[config.mk]
export PLATFORM = sky130hd
export DESIGN_NAME = fp64_mul_seq
export DESIGN_NICKNAME = d
export VERILOG_FILES = /design/src/rtl/fp64_mul_seq.sv
export SDC_FILE = /design/constraint.sdc
export NUM_CORES = 1
export LEC_CHECK = 0
export CAP_MARGIN = 5
export CELL_PAD_IN_SITES_DETAIL_PLACEMENT = 2
export CELL_PAD_IN_SITES_GLOBAL_PLACEMENT = 2
export CORE_MARGIN = 2
export CORE_UTILIZATION = 25
export DETAILED_ROUTE_END_ITERATION = 10
export GPL_TIMING_DRIVEN = 0
export PLACE_DENSITY = 0.65
export SETUP_SLACK_MARGIN = 0.3
export SKIP_LAST_GASP = 1
export SLEW_MARGIN = 20
export SYNTH_ARGS = -nofsm -noshare
export SYNTH_HDL_FRONTEND = slang
export SYNTH_SLANG_ARGS = --single-unit
export TNS_END_PERCENT = 50
[constraint.sdc]
create_clock -name clk -period 8.2 [get_ports clk]
set_input_delay 2.46 -clock clk [delete_from_list [all_inputs] [get_ports clk]]
set_output_delay 2.46 -clock clk [all_outputs]
set_load 0.05 [all_outputs]
[src/rtl/fp64_mul_seq.sv]
// Multi-cycle binary64 multiplier with an iterative shift-add mantissa datapath.
// Optional round-to-nearest-even via `define FP64_MUL_RNE_EN (default: truncation).
module fp64_mul_seq #(
    parameter int STEP = 1
) (
    input  logic        clk,
    input  logic        rst_n,
    input  logic        in_valid,
    output logic        in_ready,
    input  logic [63:0] a,
    input  logic [63:0] b,
    output logic        out_valid,
    input  logic        out_ready,
    output logic [63:0] result,
    output logic        busy
);
    localparam int N = (53 + STEP - 1) / STEP;

    typedef enum logic [2:0] {
        S_IDLE, S_CHK, S_MUL, S_NORM, S_PACK, S_DONE
    } state_t;

    state_t              r_state, w_next;
    logic [62:0]         r_a, r_b;
    logic                r_sign;
    logic [105:0]        r_ma, r_acc, w_pp;
    logic [55:0]         r_mb;
    logic signed [12:0]  r_e, w_pe, w_e0;
    logic [5:0]          r_cnt;
    logic [51:0]         r_frac, w_pf;
    logic [63:0]         r_res, w_spec_res;
    logic [10:0]         w_ea, w_eb;
    logic                w_nan_a, w_nan_b, w_inf_a, w_inf_b;
    logic                w_zero_a, w_zero_b, w_special;
`ifdef FP64_MUL_RNE_EN
    logic                r_g, r_s;
    logic [64:0]         w_rnd;
`endif

    assign w_nan_a   = (r_a[62:52] == 11'h7FF) && (r_a[51:0] != '0);
    assign w_nan_b   = (r_b[62:52] == 11'h7FF) && (r_b[51:0] != '0);
    assign w_inf_a   = (r_a[62:52] == 11'h7FF) && (r_a[51:0] == '0);
    assign w_inf_b   = (r_b[62:52] == 11'h7FF) && (r_b[51:0] == '0);
    assign w_zero_a  = (r_a[62:0] == '0);
    assign w_zero_b  = (r_b[62:0] == '0);
    assign w_special = w_nan_a | w_nan_b | w_inf_a | w_inf_b
                     | w_zero_a | w_zero_b;

    // Subnormal operands use exponent 1 with a hidden bit of 0.
    assign w_ea = (r_a[62:52] == '0) ? 11'd1 : r_a[62:52];
    assign w_eb = (r_b[62:52] == '0) ? 11'd1 : r_b[62:52];
    assign w_e0 = $signed({2'b00, w_ea}) + $signed({2'b00, w_eb})
                - 13'sd1023;

    always_comb begin
        w_spec_res = {r_sign, 63'b0};
        if (w_nan_a || w_nan_b)
            w_spec_res = 64'h7FF8000000000000;
        else if ((w_inf_a && w_zero_b) || (w_zero_a && w_inf_b))
            w_spec_res = 64'h7FF8000000000000;
        else if (w_inf_a || w_inf_b)
            w_spec_res = {r_sign, 11'h7FF, 52'b0};
    end

    always_comb begin
        w_pp = '0;
        for (int i = 0; i < STEP; i++)
            if (r_mb[i]) w_pp = w_pp + (r_ma << i);
    end

    always_comb begin
`ifdef FP64_MUL_RNE_EN
        w_rnd = {r_e, r_frac};
        if (r_g && (r_s || r_frac[0])) w_rnd = w_rnd + 65'd1;
        w_pe = $signed(w_rnd[64:52]);
        w_pf = w_rnd[51:0];
`else
        w_pe = r_e;
        w_pf = r_frac;
`endif
    end

    always_comb begin
        w_next = r_state;
        unique case (r_state)
            S_IDLE: if (in_valid) w_next = S_CHK;
            S_CHK:  w_next = w_special ? S_DONE : S_MUL;
            S_MUL:  if (r_cnt == '0) w_next = S_NORM;
            S_NORM: if (r_acc[105] || r_acc[104]) w_next = S_PACK;
            S_PACK: w_next = S_DONE;
            S_DONE: if (out_ready) w_next = S_IDLE;
            default: w_next = S_IDLE;
        endcase
    end

    always_ff @(posedge clk or negedge rst_n) begin
        if (!rst_n) r_state <= S_IDLE;
        else        r_state <= w_next;
    end

    always_ff @(posedge clk or negedge rst_n) begin
        if (!rst_n) begin
            r_a    <= '0;
            r_b    <= '0;
            r_sign <= 1'b0;
            r_ma   <= '0;
            r_mb   <= '0;
            r_acc  <= '0;
            r_e    <= '0;
            r_cnt  <= '0;
            r_frac <= '0;
            r_res  <= '0;
`ifdef FP64_MUL_RNE_EN
            r_g    <= 1'b0;
            r_s    <= 1'b0;
`endif
        end else begin
            unique case (r_state)
                S_IDLE: if (in_valid) begin
                    r_a    <= a[62:0];
                    r_b    <= b[62:0];
                    r_sign <= a[63] ^ b[63];
                end
                S_CHK: if (w_special) begin
                    r_res <= w_spec_res;
                end else begin
                    r_ma  <= {53'b0, (r_a[62:52] != '0), r_a[51:0]};
                    r_mb  <= {3'b0, (r_b[62:52] != '0), r_b[51:0]};
                    r_e   <= w_e0;
                    r_acc <= '0;
                    r_cnt <= 6'(N - 1);
                end
                S_MUL: begin
                    r_acc <= r_acc + w_pp;
                    r_ma  <= r_ma << STEP;
                    r_mb  <= r_mb >> STEP;
                    r_cnt <= r_cnt - 6'd1;
                end
                S_NORM: begin
                    if (r_acc[105]) begin
                        r_frac <= r_acc[104:53];
                        r_e    <= r_e + 13'sd1;
`ifdef FP64_MUL_RNE_EN
                        r_g    <= r_acc[52];
                        r_s    <= |r_acc[51:0];
`endif
                    end else if (r_acc[104]) begin
                        r_frac <= r_acc[103:52];
`ifdef FP64_MUL_RNE_EN
                        r_g    <= r_acc[51];
                        r_s    <= |r_acc[50:0];
`endif
                    end else begin
                        r_acc <= r_acc << 1;
                        r_e   <= r_e - 13'sd1;
                    end
                end
                S_PACK: begin
                    if (w_pe >= 13'sd2047)
                        r_res <= {r_sign, 11'h7FF, 52'b0};
                    else if (w_pe <= 13'sd0)
                        r_res <= {r_sign, 63'b0};
                    else
                        r_res <= {r_sign, w_pe[10:0], w_pf};
                end
                default: ;
            endcase
        end
    end

    assign in_ready  = (r_state == S_IDLE);
    assign out_valid = (r_state == S_DONE);
    assign busy      = (r_state != S_IDLE);
    assign result    = r_res;
endmodule
; ---- Yosys cells after proc, flatten, opt, wreduce, memory -nomap -nowiden
; Cells that the tools add are included.
[word_totals]
reg_bits = 533
in_bits = 132
output_inout_bits = 67
elab_cells = 112
[classes]
addsub = 6
magnitude_cmp = 2
n_eq_ne = 16
mux = 32
bitwise = 6
n_reduce_logical = 37
[op_table]
columns = op, count
row1 = 2-to-1 mux 106 bit, 4
row2 = one-hot mux 106 bit (3 select lines), 1
row3 = one-hot mux 106 bit (2 select lines), 1
row4 = 2-to-1 mux 64 bit, 3
row5 = 2-to-1 mux 63 bit, 3
row6 = one-hot mux 64 bit (2 select lines), 1
row7 = zero test 63 bit, 2
row8 = one-hot mux 56 bit (2 select lines), 1
row9 = adder 106 bit, 1
row10 = 2-to-1 mux 105 bit, 1
row11 = zero test 52 bit, 2
row12 = 2-to-1 mux 52 bit, 2
row13 = nonzero test 52 bit, 2
row14 = 2-to-1 mux 56 bit, 1
row15 = 2-to-1 mux 13 bit, 3
row16 = one-hot mux 13 bit (2 select lines), 1
row17 = "equality test 11 bit, second input constant", 2
row18 = zero test 11 bit, 2
row19 = 2-to-1 mux 11 bit, 2
row20 = nonzero test 11 bit, 2
row21 = one-hot mux 3 bit (6 select lines), 1
row22 = 2-to-1 mux 3 bit, 5
row23 = "inequality test 2 bit, second input constant", 7
row24 = "adder 13 x 2 -> 13 bit, second input constant", 1
row25 = other kinds (24), 48

; ---- Longest topological paths before layout
; Gate-level depths: netlist of run 1.
[logic_depth]
word_depth = 9
ltp_mapped = 20
mapped_depth_nobuf = 20

; ---- Worst setup path before layout of run 1
; No wires, ideal clock.
[synth_timing]
path_type = register to output
startpoint = register r_state[0]
endpoint = output in_ready
arrival_time_ns = 1.558
required_ns = 5.740
setup_slack_ns = 4.182
stages_incl_launch_ff = 4
n_path_buf = 1
cell_sequence = dfrtp_1 -> clkbuf_1 -> or3_1 -> inv_1
[synth_via]
elab_chain_len = 1
[synth_rtl]
columns = element, line
row1 = "start, declared", 23  ; state_t r_state, w_next;
row2 = "start signal, assigned", 98  ; else r_state <= w_next;
row3 = zero test 3 bit, 171  ; assign in_ready = (r_state == S_IDLE);
row4 = "end, declared", 9  ; output logic in_ready,
; Every way passes these cells.

; ---- Worst setup path after layout of run 1
[layout_timing]
startpoint = register r_mb[0]
endpoint = register r_acc[77]
[layout_via]
elab_chain_len = 3
[layout_rtl]
columns = element, line
row1 = "start, declared", 27  ; logic [55:0] r_mb;
row2 = "start signal, assigned", 128  ; r_mb <= {3'b0, (r_b[62:52] != '0), r_b[51:0]};
row3 = "start signal, assigned", 136  ; r_mb <= r_mb >> STEP;
row4 = 2-to-1 mux 106 bit, 68  ; if (r_mb[i]) w_pp = w_pp + (r_ma << i);
row5 = adder 106 bit, 134  ; r_acc <= r_acc + w_pp;
row6 = one-hot mux 106 bit (3 select lines), 118  ; unique case (r_state)
row7 = "end signal, assigned", 134
row8 = "end signal, assigned", 154  ; r_acc <= r_acc << 1;
row9 = "end, declared", 26  ; logic [105:0] r_ma, r_acc, w_pp;
; Every way passes these cells.
; A chain may end at the register's enable or synchronous reset.

==> results of run 1 <==
cells by family (layout without fill, tap and decap cells):
family / Yosys count / after routing
buffers and inverters: 283 / 618
other: 0 / 3
muxes: 179 / 179
AOI/OAI and AO/OA: 952 / 952
adders and majority gates: 142 / 142
DFF: 530 / 530
xor gates and xnor gates: 111 / 111
and+or+nand+nor: 985 / 985
flip-flops by register name, summed over array words and instances (netlist names), 3 cells and up:
signal / count
r_mb: 53
r_ma: 106
r_frac: 52
r_e: 13
r_cnt: 6
r_state: 3
r_a: 63
r_b: 63
result: 64
r_acc: 106
area by class of cell:
class / instances / area (sq um)
inverters: 62 / 233
plain buffers: 221 / 858
clock inverters: 23 / 385
well taps: 1536 / 1920
repair buffers: 210 / 2210
fillers: 13166 / 81600
diodes: 3 / 7.51
multi-input cells: 2369 / 15400
clock buffers: 102 / 2030
flip-flops and latches: 530 / 13300
worst min-delay path: stages (launching register included):
cell and delay (ns):
dfrtp_1 0.34, nand2_1 0.05, o21ai_0 0.06
metal layers:
metal / up-vias / track usage (%)
met5: - / 0
met4: 34 / 5.48
met3: 180 / 3.71
met2: 373 / 31.1
met1: 12875 / 22.6
li1: 12052 / -
final timing paths:
check | cells past startpoint | end | from
setup / recovery | 16 | r_acc[77] | r_mb[0]
min in group asynchronous | 1 | result[16] | rst_n
setup reg to reg | 16 | r_acc[77] | r_mb[0]
max in group asynchronous | 4 | r_mb[35] | rst_n
hold / removal | 2 | r_frac[23] | r_frac[23]
hold reg to reg | 2 | r_frac[23] | r_frac[23]
power breakdown:
group,switching [mW],total [mW],internal [mW]
Clock,1.34,3.22,1.88
Combinational,4.65,7.21,2.56
Sequential,0.861,4.40,3.54
Total,6.86,14.8,7.98
layout by cell type, fill, tap and decap left out, types with 54 or more instances in the layout:
cell / count
o22ai_1: 103
nand2_1: 315
clkbuf_1: 205
mux2_2: 125
a21oi_1: 189
and2_1: 111
xnor2_1: 73
ha_1: 139
o21ai_0: 256
a22o_1: 54
nor2_1: 316
inv_1: 58
a22oi_1: 80
clkdlybuf4s50_1: 197
dfrtp_1: 530
nand4_1: 54
clkbuf_16: 71
synthesized netlist by cell type (7+ instances only):
master / n / area (sq um)
dfrtp_1: 530 / 13300
nor2_1: 317 / 1190
nand2_1: 315 / 1180
o21ai_0: 256 / 1280
clkbuf_1: 194 / 728
a21oi_1: 189 / 946
ha_1: 139 / 1740
mux2_2: 125 / 1410
and2_1: 111 / 694
o22ai_1: 103 / 644
a22oi_1: 80 / 601
xnor2_1: 73 / 639
inv_1: 58 / 218
a22o_1: 54 / 473
nand4_1: 54 / 338
mux2i_1: 52 / 521
a21o_1: 44 / 330
nor4_1: 44 / 275
o21ai_1: 44 / 220
nand3_1: 42 / 210
nor3_1: 40 / 200
o21bai_1: 38 / 285
xor2_1: 38 / 333
a31oi_1: 19 / 119
o211ai_1: 18 / 135
buf_1: 15 / 56.3
o21a_1: 12 / 90.1
or3_1: 12 / 75.1
a222oi_1: 10 / 100
buf_2: 10 / 50.1
a221o_1: 9 / 90.1
a221oi_1: 8 / 70.1
nand2b_1: 8 / 50.1
nor2b_1: 8 / 50.1
o31a_1: 7 / 61.3
o31ai_1: 7 / 52.6
or4_1: 7 / 52.6
stage by stage:
step	instance area [sq um]	cells	power [mW]	hold WS (ns)	util, %
2_1_floorplan	29700	3182	9.01	0.443	-
3_5_place_dp	33900	4928	11.7	0.471	28.7
3_3_place_gp	33600	4916	11.4	0.463	28.5
4_1_cts	36300	5053	15.1	0.484	30.8
6_report	36300	5056	14.8	0.476	30.8
5_1_grt	36300	5053	16.0	0.498	30.8
==> results.toml, run 1 <==
[sta]
max_freq_ghz = 0.177
slew_headroom_pct = 25.8
finalSetupViolations = 0
finalSetupTns_ns = 0
finClkSkew_ns = 0.0327
worstMarginPinSlew_ns = 1.10
grt_setup_unrepaired = "false"
post-route-min-period_ns = 5.66
hold_viol = 0
fin_crit_sh_pct = 69.1
slew_viol_final = 0
setup_slack_ns = 2.54

[clock_tree]
cts.sinks = 530
cts-root-buf = "clkbuf_16"
cts_resized = 0
cts_buffer_depth = 3
path_clk_slew_ns = 0.06
post_cts_buffers = 0
htree_num_levels = 3
cts_inserted_buffers = 71
clk_latency_ns = 0.68
postCtsHoldBufs = 0
cts_tree = "built"

[worst_setup_path]
cp.arrival_ns = 6.19
crit_chain = "buf_1 -> and2_1 -> ha_1 -> buf_2 -> a21oi_1 -> o211ai_2 -> nand2_1 -> a31oi_1 -> o2111a_1 -> o311a_1 -> a31oi_1 -> o21ai_1 -> a31oi_1 -> o21ai_1 -> xnor2_1 -> o21ai_1"
required_ns = 8.73
critical_path_class = "reg2reg"
crit_buf_inv = 2
crit_fanout = 10
worst_path_dominant_cell_family = "compound AO/OA/AOI/OAI gates"
critPathLaunchType = "register"
crit_path_end_kind = "register"
cp_slowest_cell = "a31oi_1"
rrSetupSlack_ns = 2.54
max_stage_delay_ns = 0.76

[floorplanning]
fp.dieH_um = 349
dieArea_sq_um = 122000
core_sq_um = 118000
io_pins = 199
rows = 126
initial_core_util_pct = 25.2
die_x_um = 349

[placement]
dp_hpwl_um = 84500
place.gp.congestion = 0.847
port-buffer-count = 198
post-place-ws_ns = 2.43

[routing]
vias = 25514
wire_per_inst_um = 21.7
top_layer = "met5"
wl_met2_um = 53300
met3WireLength_um = 4380
finalWirelength_um = 110000
routedLengthMet1_um = 48700
drc_errors = 0
viasPerCell = 5.05
drt_iter0_markers = 1053
postRouteAntennaNets = 0
firstDrtPassIters = 6

[global_routing]
grt_pass1_vias = 28197
grtUsageTotal_pct = 18.1
grt_pass1_wl_um = 171000
grt_max_degree = 89
overflow = 0
antenna_found_initial = 21

[logic_synthesis]
synth_top_family_by_area = "compound AO/OA/AOI/OAI gates"
ys_async_sr_fraction_pct = 100
synth.area.mux_share_pct = 6.57
ys_ff_latch = 530
syn_inst = 3182
synth.avg_cell_area_sq_um = 9.33
ys_warn_count = 0
synth-main-ff-cell = "dfrtp_1"
syn_area_sq_um = 29700
syn-num-nets = 3456
ys_types = 89
synthXorXnorAreaFrac_pct = 3.27
synth_edf_count = 0
seq_area_frac_synth_pct = 44.7
synth-adder-area-share_pct = 6.06
synth_compound_area_share_pct = 20.5
yosys.area_share.simple_pct = 15.3

[power]
pwr_density_cell_nw_per_um2 = 409
peakVddDrop_mv = 0.197
power.leakage_nw = 14.6

[run_status]
status = "finished, final reports clean"

[flow_run]
drv_cap = 0

[layout]
synthToLayoutAreaGrowth_pct = 22.2
nets = 3739
drive_gt1_share_pct = 8.70

[min_path]
hold_class = "reg2reg"
No activity file was read; power rests on OpenSTA's default activity.
==> inputs of run 2 (changes only) <==
- PLACE_DENSITY: 0.65 -> 0.67
- clock period: 8.2 -> 4.65 ns (I/O delays scaled with it)
==> results.toml, run 2 (synthesized netlist as in run 1, its figures left out) <==
[run_status]
status = "finished, final reports clean"

[floorplanning]
initial_core_util_pct = 25.2
rows = 126
core_sq_um = 118000
io_pins = 199
dieArea_sq_um = 122000
die_x_um = 349
fp.dieH_um = 349

[power]
pwr-share-seq_pct = 28.6
p_sw_mw = 12.3
pwr_density_cell_nw_per_um2 = 727
clkPwrFrac_pct = 20.7
internal-power_mw = 15.0
power.leakage_nw = 15.1
swShare_pct = 45.2
p_comb_share_pct = 50.8
peakVddDrop_mv = 0.368

[sta]
grt_setup_unrepaired = "true"
slew_headroom_pct = 24.6
worstMarginPinSlew_ns = 1.13
hold_viol = 0
slew_viol_final = 0
finalSetupViolations = 0
fin_crit_sh_pct = 92.8
finClkSkew_ns = 0.0483
setup_slack_ns = 0.336
post-route-min-period_ns = 4.31
max_freq_ghz = 0.232

[worst_setup_path]
rr_startpoint = "r_mb[0]"
worstReg2RegEnd = "r_acc[103]"
crit_chain = "buf_12 -> buf_8 -> and2_4 -> ha_4 -> buf_6 -> nand4_1 -> or4_4 -> a211oi_4 -> nor3_4 -> nor4_4 -> nor2_4 -> o31ai_4 -> a31oi_4 -> o41ai_2 -> xnor2_1 -> o21ai_1"
max_stage_delay_ns = 0.60
path_depth = 16
worst_path_dominant_cell_family = "simple AND/OR/NAND/NOR gates"
crit_end = "r_acc[103]"
cp.arrival_ns = 4.81
required_ns = 5.14
reg2regPathDepth = 16
cp_slowest_cell = "or4_4"
critPathLaunchType = "register"
worstSetupStartpoint = "r_mb[0]"
critical_path_class = "reg2reg"
rrSetupSlack_ns = 0.34
crit_path_end_kind = "register"
crit_fanout = 7
crit_buf_inv = 3

[placement]
post-place-ws_ns = -1.08
port-buffer-count = 198
place.gp.congestion = 0.865
dp_hpwl_um = 83900

[clock_tree]
cts_tree = "built"
path_clk_slew_ns = 0.06
postCtsHoldBufs = 0
cts_buffer_depth = 3
cts-root-buf = "clkbuf_16"
htree_num_levels = 3
clk_latency_ns = 0.66
cts.sinks = 530
cts_inserted_buffers = 71

[routing]
finalWirelength_um = 111000
wire_per_inst_um = 21.8
drt_iter0_markers = 1076
postRouteAntennaNets = 0
firstDrtPassIters = 6
drc_errors = 0
vias = 25902
viasPerCell = 5.07

[flow_run]
drv_cap = 0

[layout]
layout_common_cells = "529 x dfrtp_1, 312 x nor2_1, 307 x nand2_1"
final_common_cell = "dfrtp_1"
nets = 3789
multi_input_area_sq_um = 16100
regArea_sq_um = 13300
fin_util_pct = 31.9
drive_gt1_share_pct = 13.3
synthToLayoutAreaGrowth_pct = 26.6
num_antenna_cells = 0
fillCellCount = 13012

[min_path]
hold_path_depth = 2
hold_class = "reg2reg"

[global_routing]
overflow = 0
antenna_found_initial = 15
grt_pass1_wl_um = 172000
grt_pass1_vias = 28511
grtUsageTotal_pct = 18.0
grt_max_degree = 86
run 2: area by class of cell:
| class | instances | share of cell area, % |
|---|---|---|
| repair buffers | 260 | 7.03 |
| clock buffers | 107 | 5.66 |
| flip-flops and latches | 530 | 35.3 |
| well taps | 1536 | 5.11 |
| multi-input cells | 2369 | 42.9 |
| inverters | 62 | 0.619 |
| plain buffers | 221 | 2.64 |
| clock inverters | 20 | 0.703 |
run 2: per-stage QoR:
step / setup TNS (ns) / power [mW] / hold WS [ns] / cells / area [sq um]
after global placement: - / 20.1 / 0.462 / 4916 / 33600
after floorplan: 0 / 15.9 / 0.443 / 3182 / 29700
after global routing: 0 / 29.4 / 0.509 / 5105 / 37600
after CTS: 0 / 26.7 / 0.486 / 5065 / 36600
after detailed placement: -59.54 / 20.6 / 0.475 / 4927 / 33800
final: 0 / 27.3 / 0.479 / 5105 / 37600
run 2: timing repair:
item | 4_1_cts | 5_1_grt
setup buffers | 11 | 39
pin swaps | 17 | 51
cloned | 0 | 1
setup endpoints to repair | 251 | 186
gates resized for setup | 73 | 175
run 2: power groups by stage:
stage | clock network, mW | registers (mW) | logic [mW]
global route | 6.02 | 8.03 | 15.4
CTS | 5.83 | 7.80 | 13.0
global placement | 0 | 7.80 | 12.3
finish | 5.65 | 7.81 | 13.9
floorplan | 0 | 7.43 | 8.46
detailed placement | 0 | 7.86 | 12.7
run 2: worst reg2reg max path, cell delays in order, from the launching register on:
cell and delay (ns):
dfrtp_4 0.56, buf_12 0.17, buf_8 0.12, and2_4 0.17, ha_4 0.26, buf_6 0.11
nand4_1 0.16, or4_4 0.60, a211oi_4 0.22, nor3_4 0.11, nor4_4 0.33, nor2_4 0.10
o31ai_4 0.35, a31oi_4 0.22, o41ai_2 0.41, xnor2_1 0.18, o21ai_1 0.08
run 2: worst min-delay path by stage:
stage	startpoint	endpoint	slack, ns
floorplan	r_cnt[5]	r_cnt[5]	0.44
global placement	r_frac[16]	r_frac[16]	0.46
detailed placement	r_cnt[4]	r_cnt[4]	0.47
CTS	r_cnt[4]	r_cnt[4]	0.49
global route	r_frac[33]	r_frac[33]	0.51
finish	r_frac[33]	r_frac[33]	0.48
run 2: routing by layer:
metal | GRT usage [%] | vias up | wire (um)
li1 | - | 12171 | -
met1 | 22.6 | 13199 | 48900
met2 | 31.8 | 353 | 55300
met3 | 3.30 | 153 | 4140
met4 | 4.44 | 26 | 2750
met5 | 0 | - | 127
==> inputs of run 3 (changes only) <==
- SLEW_MARGIN: 20 -> unset
==> results.toml, run 3 (synthesized netlist as in run 1, its figures left out) <==
[run_status]
status = "finished, final reports clean"

[placement]
port-buffer-count = 198
post-place-ws_ns = -1.04
place_area_sq_um = 33800
dp_hpwl_um = 83600
place.gp.congestion = 0.865

[floorplanning]
rows = 126
core_sq_um = 118000
die_x_um = 349
initial_core_util_pct = 25.2
fp.dieH_um = 349
io_pins = 199
dieArea_sq_um = 122000

[layout]
multi_input_area_sq_um = 15900
synthToLayoutAreaGrowth_pct = 25.0
final_common_cell = "dfrtp_1"
num_antenna_cells = 0
fillCellCount = 13039
fin_util_pct = 31.5
layout_common_cells = "529 x dfrtp_1, 314 x nor2_1, 310 x nand2_1"
regArea_sq_um = 13300
nets = 3766
stdcell_area_sq_um = 37100
drive_gt1_share_pct = 12.0

[sta]
setup_slack_ns = 0.383
finClkSkew_ns = 0.0325
grt_setup_unrepaired = "true"
slew_headroom_pct = 15.2
max_freq_ghz = 0.234
worstMarginPinSlew_ns = 1.27
fin_crit_sh_pct = 91.8
finalSetupViolations = 0
hold_viol = 0
slew_viol_final = 0
whs_ns = 0.482
post-route-min-period_ns = 4.27

[routing]
viasPerCell = 5.07
firstDrtPassIters = 7
wire_per_inst_um = 21.6
postRouteAntennaNets = 0
vias = 25795
finalWirelength_um = 110000
drc_errors = 0
drt_iter0_markers = 1091

[global_routing]
grtUsageMet3_pct = 3.41
grt_pass1_vias = 28197
grtUsageTotal_pct = 18.0
top_usage_layer = "met2"
antenna_found_initial = 16
grt_max_degree = 110
grt.met1_usage_pct = 22.7
overflow = 0
grt_pass1_wl_um = 171000
met2_usage_pct = 30.7

[worst_setup_path]
cp.arrival_ns = 4.76
crit_path_end_kind = "register"
worstSetupStartpoint = "r_mb[0]"
crit_fanout = 10
required_ns = 5.14
rrSetupSlack_ns = 0.38
crit_end = "r_acc[103]"
rr_startpoint = "r_mb[0]"
worstReg2RegEnd = "r_acc[103]"
critPathLaunchType = "register"
critical_path_class = "reg2reg"
reg2regPathDepth = 16

[clock_tree]
htree_num_levels = 3
cts-root-buf = "clkbuf_16"
postCtsHoldBufs = 0
cts_tree = "built"
cts.sinks = 530
cts_buffer_depth = 3
clk_latency_ns = 0.64
path_clk_slew_ns = 0.06
cts_inserted_buffers = 71

[power]
pwr_density_cell_nw_per_um2 = 717
power.leakage_nw = 15.1
peakVddDrop_mv = 0.394

[min_path]
hold_class = "reg2reg"

[flow_run]
drv_cap = 0
-- run 3: metrics by stage --
stage / instances / TNS [ns] / total power [mW]
floorplan: 3182 / 0 / 15.9
global placement: 4916 / - / 20.1
detailed placement: 4925 / -82.78 / 20.5
CTS: 5067 / 0 / 26.7
global route: 5084 / 0 / 28.7
finish: 5084 / 0 / 26.6
-- run 3: worst max-delay path: stages, from the launching register on --
cell and delay, ns:
dfrtp_4 0.52, buf_12 0.15, clkbuf_2 0.15, and2_1 0.20
ha_1 0.42, nand4_1 0.20, or4_4 0.56, a211oi_4 0.22
nor3_4 0.10, nor4_4 0.34, nor2_4 0.09, o31ai_4 0.36
a31oi_4 0.15, buf_12 0.17, o41ai_4 0.22, xnor2_1 0.17
o21ai_1 0.08
-- run 3: per-layer routing --
metal	share of wire, %	vias up
met5	0.13	-
met4	3.2	24
met3	4.0	178
met2	49	391
met1	44	13076
li1	-	12126
-- run 3: how the worst min path moves through the flow --
stage | start | endpoint | slack [ns] | depth (start not counted)
floorplan | r_cnt[5] | r_cnt[5] | 0.44 | 1
global placement | r_frac[16] | r_frac[16] | 0.46 | 2
detailed placement | r_cnt[4] | r_cnt[4] | 0.47 | 1
CTS | r_cnt[4] | r_cnt[4] | 0.49 | 1
global route | r_frac[51] | r_frac[51] | 0.52 | 2
finish | r_frac[33] | r_frac[33] | 0.48 | 2
-- run 3: report_power, final --
group          leakage (nW)  switching (mW)  internal (mW)  total, mW
registers              6.67            1.52           6.25       7.76
logic                  7.23            8.35           4.81       13.2
clock network          1.19            2.24           3.44       5.67
-- run 3: area by class of cell --
| class | instances | share of cell area, % |
|---|---|---|
| Multi-Input combinational cell | 2369 | 42.9 |
| Sequential cell | 530 | 35.8 |
| Timing Repair Buffer | 237 | 6.50 |
| Clock buffer | 107 | 5.93 |
| Tap cell | 1536 | 5.18 |
| Buffer | 221 | 2.53 |
| Inverter | 62 | 0.627 |
| Clock inverter | 22 | 0.597 |
-- run 3: what timing repair did --
| item | in CTS | in global routing |
|---|---|---|
| buffers inserted | 13 | 17 |
| pin swaps | 20 | 27 |
| resized for setup | 83 | 97 |
| endpoints found under the setup margin | 288 | 193 |
